### src/rtl/shrv_pkg.sv
// Shared definitions for the shrv fetch front end: datapath width,
// instruction size, the buffered fetch entry and the fetch state encoding.
package shrv_pkg;

  localparam int XLEN       = 32;
  localparam int INST_BYTES = 4;

  // One buffered instruction together with the byte address it came from.
  typedef struct packed {
    logic [XLEN-1:0] inst;
    logic [XLEN-1:0] pc;
  } fetch_entry_t;

  typedef enum logic {
    FETCH_IDLE_RESET,
    FETCH_RUN
  } fetch_state_e;

  // Force a byte address onto an instruction boundary.
  function automatic logic [XLEN-1:0] align_pc(input logic [XLEN-1:0] addr);
    return {addr[XLEN-1:2], 2'b00};
  endfunction

endpackage

### src/rtl/fetch_unit_if.sv
// Fetch unit bus: instruction memory port, redirect input and the
// instruction hand-off to the consumer.
interface fetch_unit_if;
  import shrv_pkg::*;

  logic [XLEN-1:0] A;
  logic [XLEN-1:0] RD;
  logic            redirect_valid;
  logic [XLEN-1:0] redirect_pc;
  logic            inst_valid;
  logic            inst_ready;
  logic [XLEN-1:0] inst;
  logic [XLEN-1:0] inst_pc;

  // Fetch unit side.
  modport master (
    output A,
    input  RD,
    input  redirect_valid,
    input  redirect_pc,
    output inst_valid,
    input  inst_ready,
    output inst,
    output inst_pc
  );

  // Memory / consumer side.
  modport slave (
    input  A,
    output RD,
    output redirect_valid,
    output redirect_pc,
    input  inst_valid,
    output inst_ready,
    input  inst,
    input  inst_pc
  );

endinterface

### src/rtl/fetch_buf.sv
// Instruction buffer: synchronous FIFO of fetch entries with a flush that
// empties it in one cycle. The head entry is read straight out of storage,
// so the consumer sees registered data only.
module fetch_buf
  import shrv_pkg::*;
#(
  parameter  int DEPTH = 2,
  localparam int CW    = $clog2(DEPTH + 1),
  localparam int AW    = $clog2(DEPTH)
) (
  input  logic         CLK,
  input  logic         RST_N,
  input  logic         flush,
  input  logic         push,
  input  logic         pop,
  input  fetch_entry_t wdata,
  output fetch_entry_t rdata,
  output logic [CW-1:0] count
);

  fetch_entry_t  mem [DEPTH];
  logic [AW-1:0] wr_ptr;
  logic [AW-1:0] rd_ptr;
  logic          do_push;
  logic          do_pop;

  // A flush discards the write of the same cycle; popping an empty FIFO is ignored.
  assign do_push = push && !flush;
  assign do_pop  = pop && (count != '0);

  function automatic logic [AW-1:0] ptr_inc(input logic [AW-1:0] p);
    return (p == AW'(DEPTH - 1)) ? '0 : p + AW'(1);
  endfunction

  // Entry storage.
  // NOTE: storage has no reset; count and pointers decide what is valid, so stale contents are never observed.
  always_ff @(posedge CLK) begin
    if (do_push) mem[wr_ptr] <= wdata;
  end

  // Pointers and occupancy; flush wins over any push or pop.
  always_ff @(posedge CLK or negedge RST_N) begin
    if (!RST_N) begin
      wr_ptr <= '0;
      rd_ptr <= '0;
      count  <= '0;
    end else if (flush) begin
      wr_ptr <= '0;
      rd_ptr <= '0;
      count  <= '0;
    end else begin
      if (do_push) wr_ptr <= ptr_inc(wr_ptr);
      if (do_pop)  rd_ptr <= ptr_inc(rd_ptr);
      case ({do_push, do_pop})
        2'b10:   count <= count + CW'(1);
        2'b01:   count <= count - CW'(1);
        default: count <= count;
      endcase
    end
  end

  assign rdata = mem[rd_ptr];

endmodule

### src/rtl/fetch_unit.sv
// Instruction fetch unit: issues word addresses to a one-cycle-latency
// instruction memory, captures returning words into a small buffer and
// hands them to the consumer with a valid/ready handshake. A redirect
// flushes everything in flight and restarts fetch at the new target.
module fetch_unit
  import shrv_pkg::*;
#(
  parameter logic [XLEN-1:0] RESET_PC  = 32'h0000_0000,
  parameter int              BUF_DEPTH = 2
) (
  input  logic           CLK,
  input  logic           RST_N,
  fetch_unit_if.master   bus
);

  localparam int CW = $clog2(BUF_DEPTH + 1);
  localparam int OW = CW + 1;

  fetch_state_e    state_q;
  logic [XLEN-1:0] pc_q;
  logic [XLEN-1:0] inflight_pc_q;
  logic            inflight_q;

  logic [CW-1:0]   buf_count;
  logic [OW-1:0]   occupancy;
  logic            pop;
  logic            push;
  logic            issue;
  fetch_entry_t    wentry;
  fetch_entry_t    head;

  // Space is reserved for the word already in flight, and a pop this cycle frees a slot.
  assign pop       = bus.inst_valid && bus.inst_ready;
  assign occupancy = OW'(buf_count) + OW'(inflight_q) - OW'(pop);
  assign issue     = !bus.redirect_valid && (occupancy < OW'(BUF_DEPTH));

  // The word returning this cycle belongs to the address issued last cycle.
  assign push   = inflight_q && !bus.redirect_valid;
  assign wentry = '{inst: bus.RD, pc: inflight_pc_q};

  // Fetch PC, in-flight tracking and state sequencing.
  // NOTE: non-blocking assignments here so every flop samples the pre-edge values of its peers.
  always_ff @(posedge CLK or negedge RST_N) begin
    if (!RST_N) begin
      state_q       <= FETCH_IDLE_RESET;
      pc_q          <= RESET_PC;
      inflight_pc_q <= RESET_PC;
      inflight_q    <= 1'b0;
    end else begin
      case (state_q)
        FETCH_IDLE_RESET: state_q <= FETCH_RUN;
        default:          state_q <= FETCH_RUN;
      endcase
      if (bus.redirect_valid) begin
        pc_q       <= align_pc(bus.redirect_pc);
        inflight_q <= 1'b0;
      end else if (issue) begin
        pc_q          <= pc_q + XLEN'(INST_BYTES);
        inflight_pc_q <= pc_q;
        inflight_q    <= 1'b1;
      end else begin
        inflight_q <= 1'b0;
      end
    end
  end

  fetch_buf #(
    .DEPTH (BUF_DEPTH)
  ) u_buf (
    .CLK   (CLK),
    .RST_N (RST_N),
    .flush (bus.redirect_valid),
    .push  (push),
    .pop   (pop),
    .wdata (wentry),
    .rdata (head),
    .count (buf_count)
  );

  assign bus.A          = pc_q;
  assign bus.inst_valid = (buf_count != '0);
  assign bus.inst       = head.inst;
  assign bus.inst_pc    = head.pc;

endmodule

### src/flat_wrapper.sv
// flat-port wrapper written by rule: the top's interface ports become plain ports
module fetch_unit_flat import shrv_pkg::*;
#(
  parameter logic [XLEN-1:0] RESET_PC  = 32'h0000_0000,
  parameter int              BUF_DEPTH = 2
)
  (CLK, RST_N, bus_A, bus_RD, bus_redirect_valid, bus_redirect_pc, bus_inst_valid, bus_inst_ready, bus_inst, bus_inst_pc);
  fetch_unit_if bus_i ();
  input  logic CLK;
  input  logic RST_N;
  output wire logic [$bits(bus_i.A)-1:0] bus_A;
  input wire logic [$bits(bus_i.RD)-1:0] bus_RD;
  input wire logic [$bits(bus_i.redirect_valid)-1:0] bus_redirect_valid;
  input wire logic [$bits(bus_i.redirect_pc)-1:0] bus_redirect_pc;
  output wire logic [$bits(bus_i.inst_valid)-1:0] bus_inst_valid;
  input wire logic [$bits(bus_i.inst_ready)-1:0] bus_inst_ready;
  output wire logic [$bits(bus_i.inst)-1:0] bus_inst;
  output wire logic [$bits(bus_i.inst_pc)-1:0] bus_inst_pc;
  assign bus_A = bus_i.A;
  assign bus_i.RD = bus_RD;
  assign bus_i.redirect_valid = bus_redirect_valid;
  assign bus_i.redirect_pc = bus_redirect_pc;
  assign bus_inst_valid = bus_i.inst_valid;
  assign bus_i.inst_ready = bus_inst_ready;
  assign bus_inst = bus_i.inst;
  assign bus_inst_pc = bus_i.inst_pc;
  fetch_unit #(.RESET_PC(RESET_PC), .BUF_DEPTH(BUF_DEPTH)) u_core (.CLK(CLK), .RST_N(RST_N), .bus(bus_i));
endmodule
### config.mk
export PLATFORM = sky130hd
export DESIGN_NAME = fetch_unit_flat
export DESIGN_NICKNAME = d
export VERILOG_FILES = /design/src/rtl/shrv_pkg.sv /design/src/rtl/fetch_unit_if.sv /design/src/rtl/fetch_buf.sv /design/src/rtl/fetch_unit.sv /design/src/flat_wrapper.sv
export SDC_FILE = /design/constraint.sdc
export NUM_CORES = 1
export LEC_CHECK = 0
export ABC_AREA = 1
export ABC_CLOCK_PERIOD_IN_PS = 4500
export BUFFER_PORTS_ARGS = -buffer_cell sky130_fd_sc_hd__buf_4
export CAP_MARGIN = 20
export CORE_MARGIN = 2
export CORE_UTILIZATION = 48
export CTS_CLUSTER_SIZE = 25
export DETAILED_ROUTE_END_ITERATION = 6
export PLACE_DENSITY_LB_ADDON = 0.12
export SETUP_SLACK_MARGIN = 0.2
export SLEW_MARGIN = 20
export SYNTH_ARGS = -nofsm -noshare
export SYNTH_HDL_FRONTEND = slang
export SYNTH_HIERARCHICAL = 1
export SYNTH_SLANG_ARGS = --single-unit
### constraint.sdc
create_clock -name CLK -period 4.5 [get_ports CLK]
set_clock_uncertainty 0.05 [all_clocks]
set_input_delay 0.225 -clock CLK [delete_from_list [all_inputs] [get_ports CLK]]
set_output_delay 0.225 -clock CLK [all_outputs]
set_load 0.005 [all_outputs]
==> flow_summary.rst, run 1 <==
.. list-table::
   :header-rows: 1

   * - Metric
     - Value
   * - Reg clk slew, reported paths
     - around 0.07 ns
   * - Number of global-route vias before repair
     - roughly 5600
   * - Setup slack after layout
     - between 1.5 and 2 ns
   * - Biggest cell delay along the critical path
     - roughly 0.46 ns
   * - Number of cells in the finished layout apart from fillers
     - approximately 1300
   * - Num Clock Sinks
     - between 150 and 200
   * - Slew margin rel.
     - 0.449
   * - Critical Path AT
     - 3.27 ns
   * - Largest fanout on the critical path
     - 19
   * - Worst setup timing slack at the placement stage
     - about 1.6 ns
   * - Cell chain of the critical path
     - o21a_1 > ha_1 > nor2_1 > fa_1 > inv_1 > nand3_1 > nor2_2 > buf_4 > o21ai_1 > o211ai_1
   * - FF+latch count, synth
     - between 150 and 200
   * - Post-cts gate resize count
     - 0
   * - Max-slew violation total from the final report
     - 0
   * - Number of diodes added for antenna fixing
     - 0
   * - Fraction of the cycle the final worst path needs
     - 0.661
   * - Number of nets at the end of the flow
     - around 1100
   * - Count of TritonRoute iterations in the first routing pass
     - 5
   * - CTS tree
     - done
   * - Timing-limited maximum frequency
     - 0.336 GHz
   * - Delay-heaviest family, CP
     - adder cells
   * - Power, Total
     - approximately 5.3 mW
   * - Pin count of the biggest net entering global routing
     - between 70 and 80
   * - Worst Path Required
     - between 4 and 5 ns
   * - Gpl congestion
     - around 0.84
   * - Final antenna-violating net count
     - 0
   * - Library cell contributing the largest single delay on the critical path
     - sky130_fd_sc_hd__dfrtp_1
   * - Launching element type of the critical path
     - flop
   * - Aggregate global-route resource usage
     - 0.199
   * - Kind of end point of the critical path
     - flop
   * - Warnings from Yosys
     - 6
   * - Total setup violations reported at the end of the flow
     - 0
   * - Final core area utilization
     - 0.627
   * - Unique masters post-synth
     - 34
   * - Fraction of the yosys area taken by sequential cells
     - 0.658
   * - Detailed-route DRC error count
     - 0
   * - Die extent in y
     - roughly 140 um
   * - Initial antenna violation count
     - 0
   * - Shortest period the worst path allows
     - slightly below 3 ns
   * - Routed wire length per instance
     - 13.9 um
   * - Number of clock buffers inserted by TritonCTS
     - 17
   * - Congestion Overflow GR
     - 0
   * - Ratio of cells with drive above 1 in the final layout
     - 0.219
   * - Type of the tightest min-delay check
     - in -> reg
   * - Status
     - finished clean
   * - Number of buffers inserted by post-CTS setup repair
     - 0
   * - Slew at the pin closest to its max-slew limit
     - about 0.83 ns
   * - Fin. Hold Viols
     - 0
   * - Cts-stage hold buffer count
     - 46
   * - Post-detailed-placement half-perimeter wirelength
     - roughly 12000 um
   * - Clock insertion delay at the later pin of the skew report
     - 0.42 ns
   * - Leakage power total
     - around 4.7 nW
   * - Syn Area/Cell
     - 10.1 um^2
   * - Area Overhead vs Synth
     - 29.1%
   * - Clock tree root buffer cell
     - sky130_fd_sc_hd__clkbuf_16
   * - Maximum resistive drop on vdd
     - between 0.0003 and 0.0004 V
   * - Worst hold margin
     - about 0.022 ns
   * - Power per cell area
     - 492 nW/um^2
   * - Placed instance count
     - around 1200
   * - Std cell rows
     - 48
   * - Cell area after layout
     - approximately 11000 um^2
   * - Placement-stage cell area
     - between 9000 and 10000 um^2
   * - Final sum of negative setup slack
     - 0 ns
   * - Number of buffers and inverters on the critical path
     - 2
   * - Synthesized cell area
     - roughly 8300 um^2
   * - Maximum level of the CTS H-tree
     - 4
   * - DIE WIDTH
     - about 140 um
   * - Vias
     - about 6000
   * - Effective utilization at floorplan
     - 0.486
   * - Reg-to-reg setup timing slack
     - roughly 1.5 ns
   * - First-pass GRT wire length
     - between 20000 and 30000 um
   * - Detailed Route Iter0 Violations
     - 326
   * - Path type of the worst setup path
     - reg -> reg
   * - Average via count per standard cell
     - around 4.8
   * - Die ar.
     - between 15000 and 20000 um^2
   * - Post-synthesis instance total
     - 823
   * - Placeable core region
     - between 15000 and 20000 um^2
   * - Final wirelength
     - 17600 um
   * - Maximum Capacitance Violations
     - 0
   * - Unrepaired setup endpoints after global routing
     - false
   * - Count of buffers from port buffering
     - 160
   * - Deepest clock path buffer count
     - 2
   * - Number of top-level pins
     - 165
tightest hold or removal path, delay by kind of cell:
| kind | cells | cell delay [ns] |
|---|---|---|
| buf+inv | 1 | 0.07 |
| simple gates | 2 | 0.16 |
placed cells by master (no fill, tap or decap), types with 4 or more instances in the layout:
cell type                       count
sky130_fd_sc_hd__clkbuf_16         17
sky130_fd_sc_hd__nand3_1           27
sky130_fd_sc_hd__o211ai_1           4
sky130_fd_sc_hd__nand2_2            7
sky130_fd_sc_hd__nand3b_1          11
sky130_fd_sc_hd__nor2_1            38
sky130_fd_sc_hd__xor2_1             5
sky130_fd_sc_hd__inv_1             52
sky130_fd_sc_hd__buf_4            166
sky130_fd_sc_hd__nor2_4             9
sky130_fd_sc_hd__clkinvlp_4         4
sky130_fd_sc_hd__a21oi_1            5
sky130_fd_sc_hd__edfxtp_1         128
sky130_fd_sc_hd__inv_2              5
sky130_fd_sc_hd__nand4_1           18
sky130_fd_sc_hd__nor3_1             7
sky130_fd_sc_hd__o21ai_0           29
sky130_fd_sc_hd__clkinv_4           4
sky130_fd_sc_hd__nor2_2             6
sky130_fd_sc_hd__conb_1             6
sky130_fd_sc_hd__dfrtp_1           64
sky130_fd_sc_hd__dlygate4sd3_1     46
sky130_fd_sc_hd__o21ai_1           16
sky130_fd_sc_hd__nand2_1          338
state kept, by name, summed over array words and instances, names as in the netlist:
register              cells
u_core/inflight_q         1
u_core/bus.A             30
u_core/u_buf/rd_ptr       1
u_core/inflight_pc_q     30
u_core/u_buf/mem        128
u_core/u_buf/wr_ptr       1
u_core/u_buf/count        2
layout make-up:
class                      count  area [um^2]
sequential                   193         5470
timing repair buffer         213         1730
clock buffer                  20          437
tap                          225          282
inverter                      58          218
clock inverter                12          111
fill                        1448         6380
multi-input combinational    543         2490
logic make-up (layout without fill, tap and decap cells):
kind of cell | after synthesis | in the layout | synth area share
simple gates | 468 | 468 | 0.243
xor+xnor | 6 | 6 | 0.00632
buf+inv | 92 | 303 | 0.0471
compound gates | 60 | 60 | 0.0393
other cells | 1 | 6 | 0.000451
fa+ha+maj | 3 | 3 | 0.00542
flops | 193 | 193 | 0.658
power breakdown:
| group | switching, mW | total, mW | leakage [nW] | internal, mW |
|---|---|---|---|---|
| clock network | 0.633 | 1.40 | 0.252 | 0.763 |
| logic | 0.736 | 1.28 | 2.45 | 0.548 |
| registers | 0.308 | 2.61 | 1.97 | 2.30 |
metal layers:
metal / GRT usage / up-vias / routed length, um
met5: 0 / - / 0
met4: 0.0666 / 0 / 248
met3: 0.0404 / 18 / 1060
met2: 0.312 / 180 / 8000
met1: 0.281 / 2718 / 8270
li1: - / 3111 / -
final timing paths:
path	from	end	cells past startpoint
max	u_core/u_buf/count[1]	u_core/bus.A[4]	10
min	bus_redirect_pc[15]	u_core/bus.A[15]	3
max reg2reg	u_core/u_buf/count[1]	u_core/bus.A[4]	10
min reg2reg	u_core/inflight_pc_q[23]	u_core/u_buf/mem[1][23]	0
max in group asynchronous	RST_N	u_core/u_buf/rd_ptr	2
min in group asynchronous	RST_N	u_core/bus.A[2]	2
Yosys cell counts (all sizes together):
cell / instances / area share
o21ai: 45 / 0.027
nor2: 53 / 0.032
xor2: 5 / 0.0053
nand3b: 11 / 0.0099
conb: 1 / 0.00045
clkinv: 1 / 0.00045
inv: 57 / 0.026
a31oi: 1 / 0.00075
dfrtp: 65 / 0.20
nor3: 7 / 0.0042
o21bai: 1 / 0.00090
fa: 1 / 0.0024
nand2: 346 / 0.16
ha: 2 / 0.0030
o211ai: 4 / 0.0036
or2: 1 / 0.00075
o221ai: 2 / 0.0021
buf: 27 / 0.018
nand3: 32 / 0.024
xnor2: 1 / 0.0011
edfxtp: 128 / 0.46
nand4: 18 / 0.014
a21oi: 5 / 0.0030
o21a: 2 / 0.0018
clkbuf: 7 / 0.0032
(Power assumes the default switching activity.)
==> run 2, diff against run 1 <==
- ABC_AREA: 1 -> 0
- ABC_CLOCK_PERIOD_IN_PS: 4500 -> 2700
- clock period: 4.5 -> 2.7 ns (I/O delays scaled with it)
==> run 2 against run 1 <==
  * Largest cell class unchanged
  * Setup slack worse by 1.6 ns
  * Sequential cell count did not move
  * Sequential power increased by 46%
  * Synthesized area is 4.2% lower
  * Final area up 5.2%
  * Final cell count decreased by 22%
  * The run now ends with negative setup slack left
  * Clock-buffer cell count unchanged
  * Critical path depth up 2
  * Core utilization grew 6.1 points
  * Wire length shrank 1.7%
==> flow_summary.rst, run 2 <==
.. list-table::
   :header-rows: 1

   * - Metric
     - Value
   * - Pin count of the biggest net entering global routing
     - 66
   * - Num Clock Sinks
     - about 190
   * - Maximum level of the CTS H-tree
     - 4
   * - Area share of the leading cell type in the synthesized netlist
     - 0.483
   * - Shortest period the worst path allows
     - 2.80 ns
   * - Max-slew violation total from the final report
     - 0
   * - Die ar.
     - about 18000 um^2
   * - Slew at the pin closest to its max-slew limit
     - approximately 0.84 ns
   * - Number of top-level pins
     - 165
   * - Post-detailed-placement half-perimeter wirelength
     - approximately 11000 um
   * - Worst Path Required
     - ~2.9 ns
   * - Power per cell area
     - roughly 660 nW/um^2
   * - Congestion Overflow GR
     - 0
   * - Largest fanout on the critical path
     - 3
   * - First-pass GRT wire length
     - 27000 um
   * - Met1 wire length
     - 7360 um
   * - Kind of end point of the critical path
     - flop
   * - Leading register cell type out of synthesis
     - sky130_fd_sc_hd__edfxtp_1
   * - Total setup violations reported at the end of the flow
     - 29
   * - Fin. Hold Viols
     - 0
   * - Syn Area/Cell
     - approximately 16 um^2
   * - Fraction of the cycle the final worst path needs
     - 1.04
   * - Synthesized-area fraction occupied by and/or/nand/nor cells
     - 0.0666
   * - Post-synthesis instance total
     - 487
   * - Layout fillers
     - ~1100
   * - Commonest cells after routing, fill and taps aside
     - sky130_fd_sc_hd__buf_4, sky130_fd_sc_hd__edfxtp_1, sky130_fd_sc_hd__mux2_4
   * - Final wirelength
     - around 17000 um
   * - Critical Path AT
     - roughly 3.0 ns
   * - Std cell rows
     - 47
   * - Synth Area in XOR/XNOR
     - 0.0352
   * - Aggregate global-route resource usage
     - 0.200
   * - Maximum resistive drop on vdd
     - ~0.00046 V
   * - Reg clk slew, reported paths
     - 0.07 ns
   * - Clock insertion delay at the later pin of the skew report
     - ~0.43 ns
   * - Slew margin rel.
     - 0.439
   * - Post-Synth Adder-Cell Area
     - 0.00566
   * - Complex-gate fraction of the synthesized area
     - 0.0217
   * - Unique masters post-synth
     - 36
   * - Largest Register
     - u_core/u_buf/mem
   * - Clock tree root buffer cell
     - sky130_fd_sc_hd__clkbuf_16
   * - Worst setup timing slack at the placement stage
     - -0.194 ns
   * - Most common library cell in the layout ignoring fill and taps
     - sky130_fd_sc_hd__buf_4
   * - Number of global-route vias before repair
     - around 5200
   * - Placeable core region
     - approximately 16000 um^2
   * - Proportion of synthesized flip-flops having asynchronous set or reset
     - 0.337
   * - Type of the tightest min-delay check
     - in -> reg
   * - Leakage power total
     - 4.63 nW
   * - Most common library cells after synthesis
     - sky130_fd_sc_hd__edfxtp_1, sky130_fd_sc_hd__dfrtp_1, sky130_fd_sc_hd__mux2_4
   * - CTS tree
     - done
   * - Cell area after layout
     - about 11000 um^2
   * - Status
     - complete, but fails checks
   * - Violations in the final reports
     - negative setup slack
   * - Synthesized cell area
     - approximately 8000 um^2
   * - Routed wire length per instance
     - 17.4 um
   * - Warnings from Yosys
     - 6
   * - Die extent in y
     - about 130 um
   * - Met3 layer wire length in the routed design
     - between 600 and 700 um
   * - Area of the multi-input gates
     - 2650 um^2
   * - DIE WIDTH
     - 133 um
   * - Top Metal Used
     - met4
   * - Count of buffers from port buffering
     - 160
   * - Detailed-route DRC error count
     - 0
   * - Ratio of cells with drive above 1 in the final layout
     - 0.464
   * - Register area
     - ~5500 um^2
   * - Unrepaired setup endpoints after global routing
     - true
   * - Vias
     - ~4900
   * - Fraction of synthesized area in multiplexers
     - 0.163
   * - Initial antenna violation count
     - 0
   * - Number of diodes added for antenna fixing
     - 0
   * - Number of clock buffers inserted by TritonCTS
     - 17
   * - Area Overhead vs Synth
     - 41.8%
   * - Cell types occupying the most area after synthesis
     - sky130_fd_sc_hd__edfxtp_1, sky130_fd_sc_hd__dfrtp_1, sky130_fd_sc_hd__mux2_4, sky130_fd_sc_hd__mux2_2, sky130_fd_sc_hd__xor2_1
   * - Number of enable flip-flop cells after synthesis
     - between 100 and 150
   * - Timing-limited maximum frequency
     - approximately 0.36 GHz
   * - Placement-stage cell area
     - 9770 um^2
   * - Count of TritonRoute iterations in the first routing pass
     - 5
   * - Maximum Capacitance Violations
     - 0
   * - Max FFs per register
     - about 130
   * - Combinational family with the most area after synthesis
     - multiplexers
   * - Number of nets at the end of the flow
     - 830
   * - Effective utilization at floorplan
     - 0.485
   * - Final antenna-violating net count
     - 0
   * - Average via count per standard cell
     - ~5
   * - Deepest clock path buffer count
     - 2
   * - Most used standard cell by instance count after synthesis
     - sky130_fd_sc_hd__edfxtp_1
   * - Detailed Route Iter0 Violations
     - 234
   * - Cell taking the most area after synthesis
     - sky130_fd_sc_hd__edfxtp_1
   * - Routed wire length on met2
     - 8870 um
   * - Fraction of the yosys area taken by sequential cells
     - 0.687
   * - FF+latch count, synth
     - 193
   * - Setup slack after layout
     - -0.0988 ns
   * - Path type of the worst setup path
     - reg -> reg
   * - Launching element type of the critical path
     - flop
   * - Gpl congestion
     - 0.814
## run 2: cell count changes after synthesis, moves of 9 or more
cell	previous run	this run
sky130_fd_sc_hd__inv_1	52	8
sky130_fd_sc_hd__mux2_4	0	50
sky130_fd_sc_hd__xor2_1	5	17
sky130_fd_sc_hd__xnor2_1	1	15
sky130_fd_sc_hd__buf_2	22	2
sky130_fd_sc_hd__nor2_1	41	8
sky130_fd_sc_hd__o21ai_1	16	4
sky130_fd_sc_hd__nand3b_1	11	2
sky130_fd_sc_hd__nand2_1	338	36
sky130_fd_sc_hd__nand3_1	27	10
sky130_fd_sc_hd__mux2_2	0	47
sky130_fd_sc_hd__and3_1	0	11
## run 2: cell families after synthesis
| kind of cell | Yosys count |
|---|---|
| buffers and inverters | 28 |
| multiplexers | 99 |
| XOR/XNOR | 32 |
| AND/OR/NAND/NOR | 98 |
| flip-flops | 193 |
| AO/OA/AOI/OAI | 33 |
| adder cells (fa/ha/maj) | 3 |
| other | 1 |
## run 2: area by class of cell
| type | instances | share of cell area |
|---|---|---|
| inverters | 8 | 0.00266 |
| flip-flops and latches | 193 | 0.485 |
| clock inverters | 12 | 0.00964 |
| multi-input cells | 271 | 0.234 |
| clock buffers | 20 | 0.0387 |
| well taps | 220 | 0.0244 |
| repair buffers | 268 | 0.205 |
## run 2: what timing repair did
| action | 4_1_cts | 5_1_grt |
|---|---|---|
| pin swaps | 9 | 8 |
| setup buffers | 12 | 9 |
| resized for setup | 22 | 18 |
| hold buffers | 63 | 1 |
| hold endpoints to repair | 161 | 1 |
| gates cloned | 1 | 1 |
| setup endpoints to repair | 59 | 59 |
## run 2: worst paths after layout
path                                          startpoint                        to  slack (ns)  depth (start not counted)
worst max-delay path               u_core/u_buf/count[0]          u_core/bus.A[28]        -0.1                         12
worst max register to register     u_core/u_buf/count[0]          u_core/bus.A[28]        -0.1                         12
worst min register to register  u_core/inflight_pc_q[23]   u_core/u_buf/mem[0][23]        0.42                          0
worst min-delay path                      bus_inst_ready     u_core/u_buf/count[0]        0.28                          5
min in group asynchronous                          RST_N  u_core/inflight_pc_q[12]        0.29                          2
max in group asynchronous                          RST_N       u_core/u_buf/rd_ptr        1.66                          2
## run 2: where the power goes
| group | switching [mW] | internal, mW | leakage, nW |
|---|---|---|---|
| combinational | 0.493 | 0.846 | 2.42 |
| sequential | 0.258 | 3.56 | 1.95 |
| clock | 1.06 | 1.27 | 0.256 |
| total | 1.81 | 5.68 | 4.63 |
## run 2: worst max-delay path, cell delays in order, from the launching register on
cell and delay (ns):
sky130_fd_sc_hd__dfrtp_1 0.40, sky130_fd_sc_hd__inv_2 0.07, sky130_fd_sc_hd__nand2_2 0.06, sky130_fd_sc_hd__and2_4 0.14, sky130_fd_sc_hd__ha_4 0.21, sky130_fd_sc_hd__nor2b_4 0.11, sky130_fd_sc_hd__fa_2 0.46, sky130_fd_sc_hd__buf_6 0.13
sky130_fd_sc_hd__nand2b_4 0.13, sky130_fd_sc_hd__or4_4 0.48, sky130_fd_sc_hd__nor4_4 0.17, sky130_fd_sc_hd__xnor2_1 0.15, sky130_fd_sc_hd__o21ai_1 0.08
## run 2: metrics by stage
stage	std cells	TNS [ns]	hold WS, ns	utilization	power, mW
after floorplan	492	-27.58	-0.211	-	4.46
after global placement	873	-0.327	0.248	0.596	4.94
after detailed placement	873	-0.890	0.247	0.596	4.98
after CTS	981	-0.281	-0.101	0.678	7.48
after global routing	992	-5.62	0.302	0.688	7.81
final	992	-0.842	0.276	0.688	7.49
## run 2: metal layers
metal,vias up,global-route usage
met1,2456,0.254
met3,24,0.0433
met2,131,0.337
li1,2335,-
met4,0,0.0812
met5,-,0
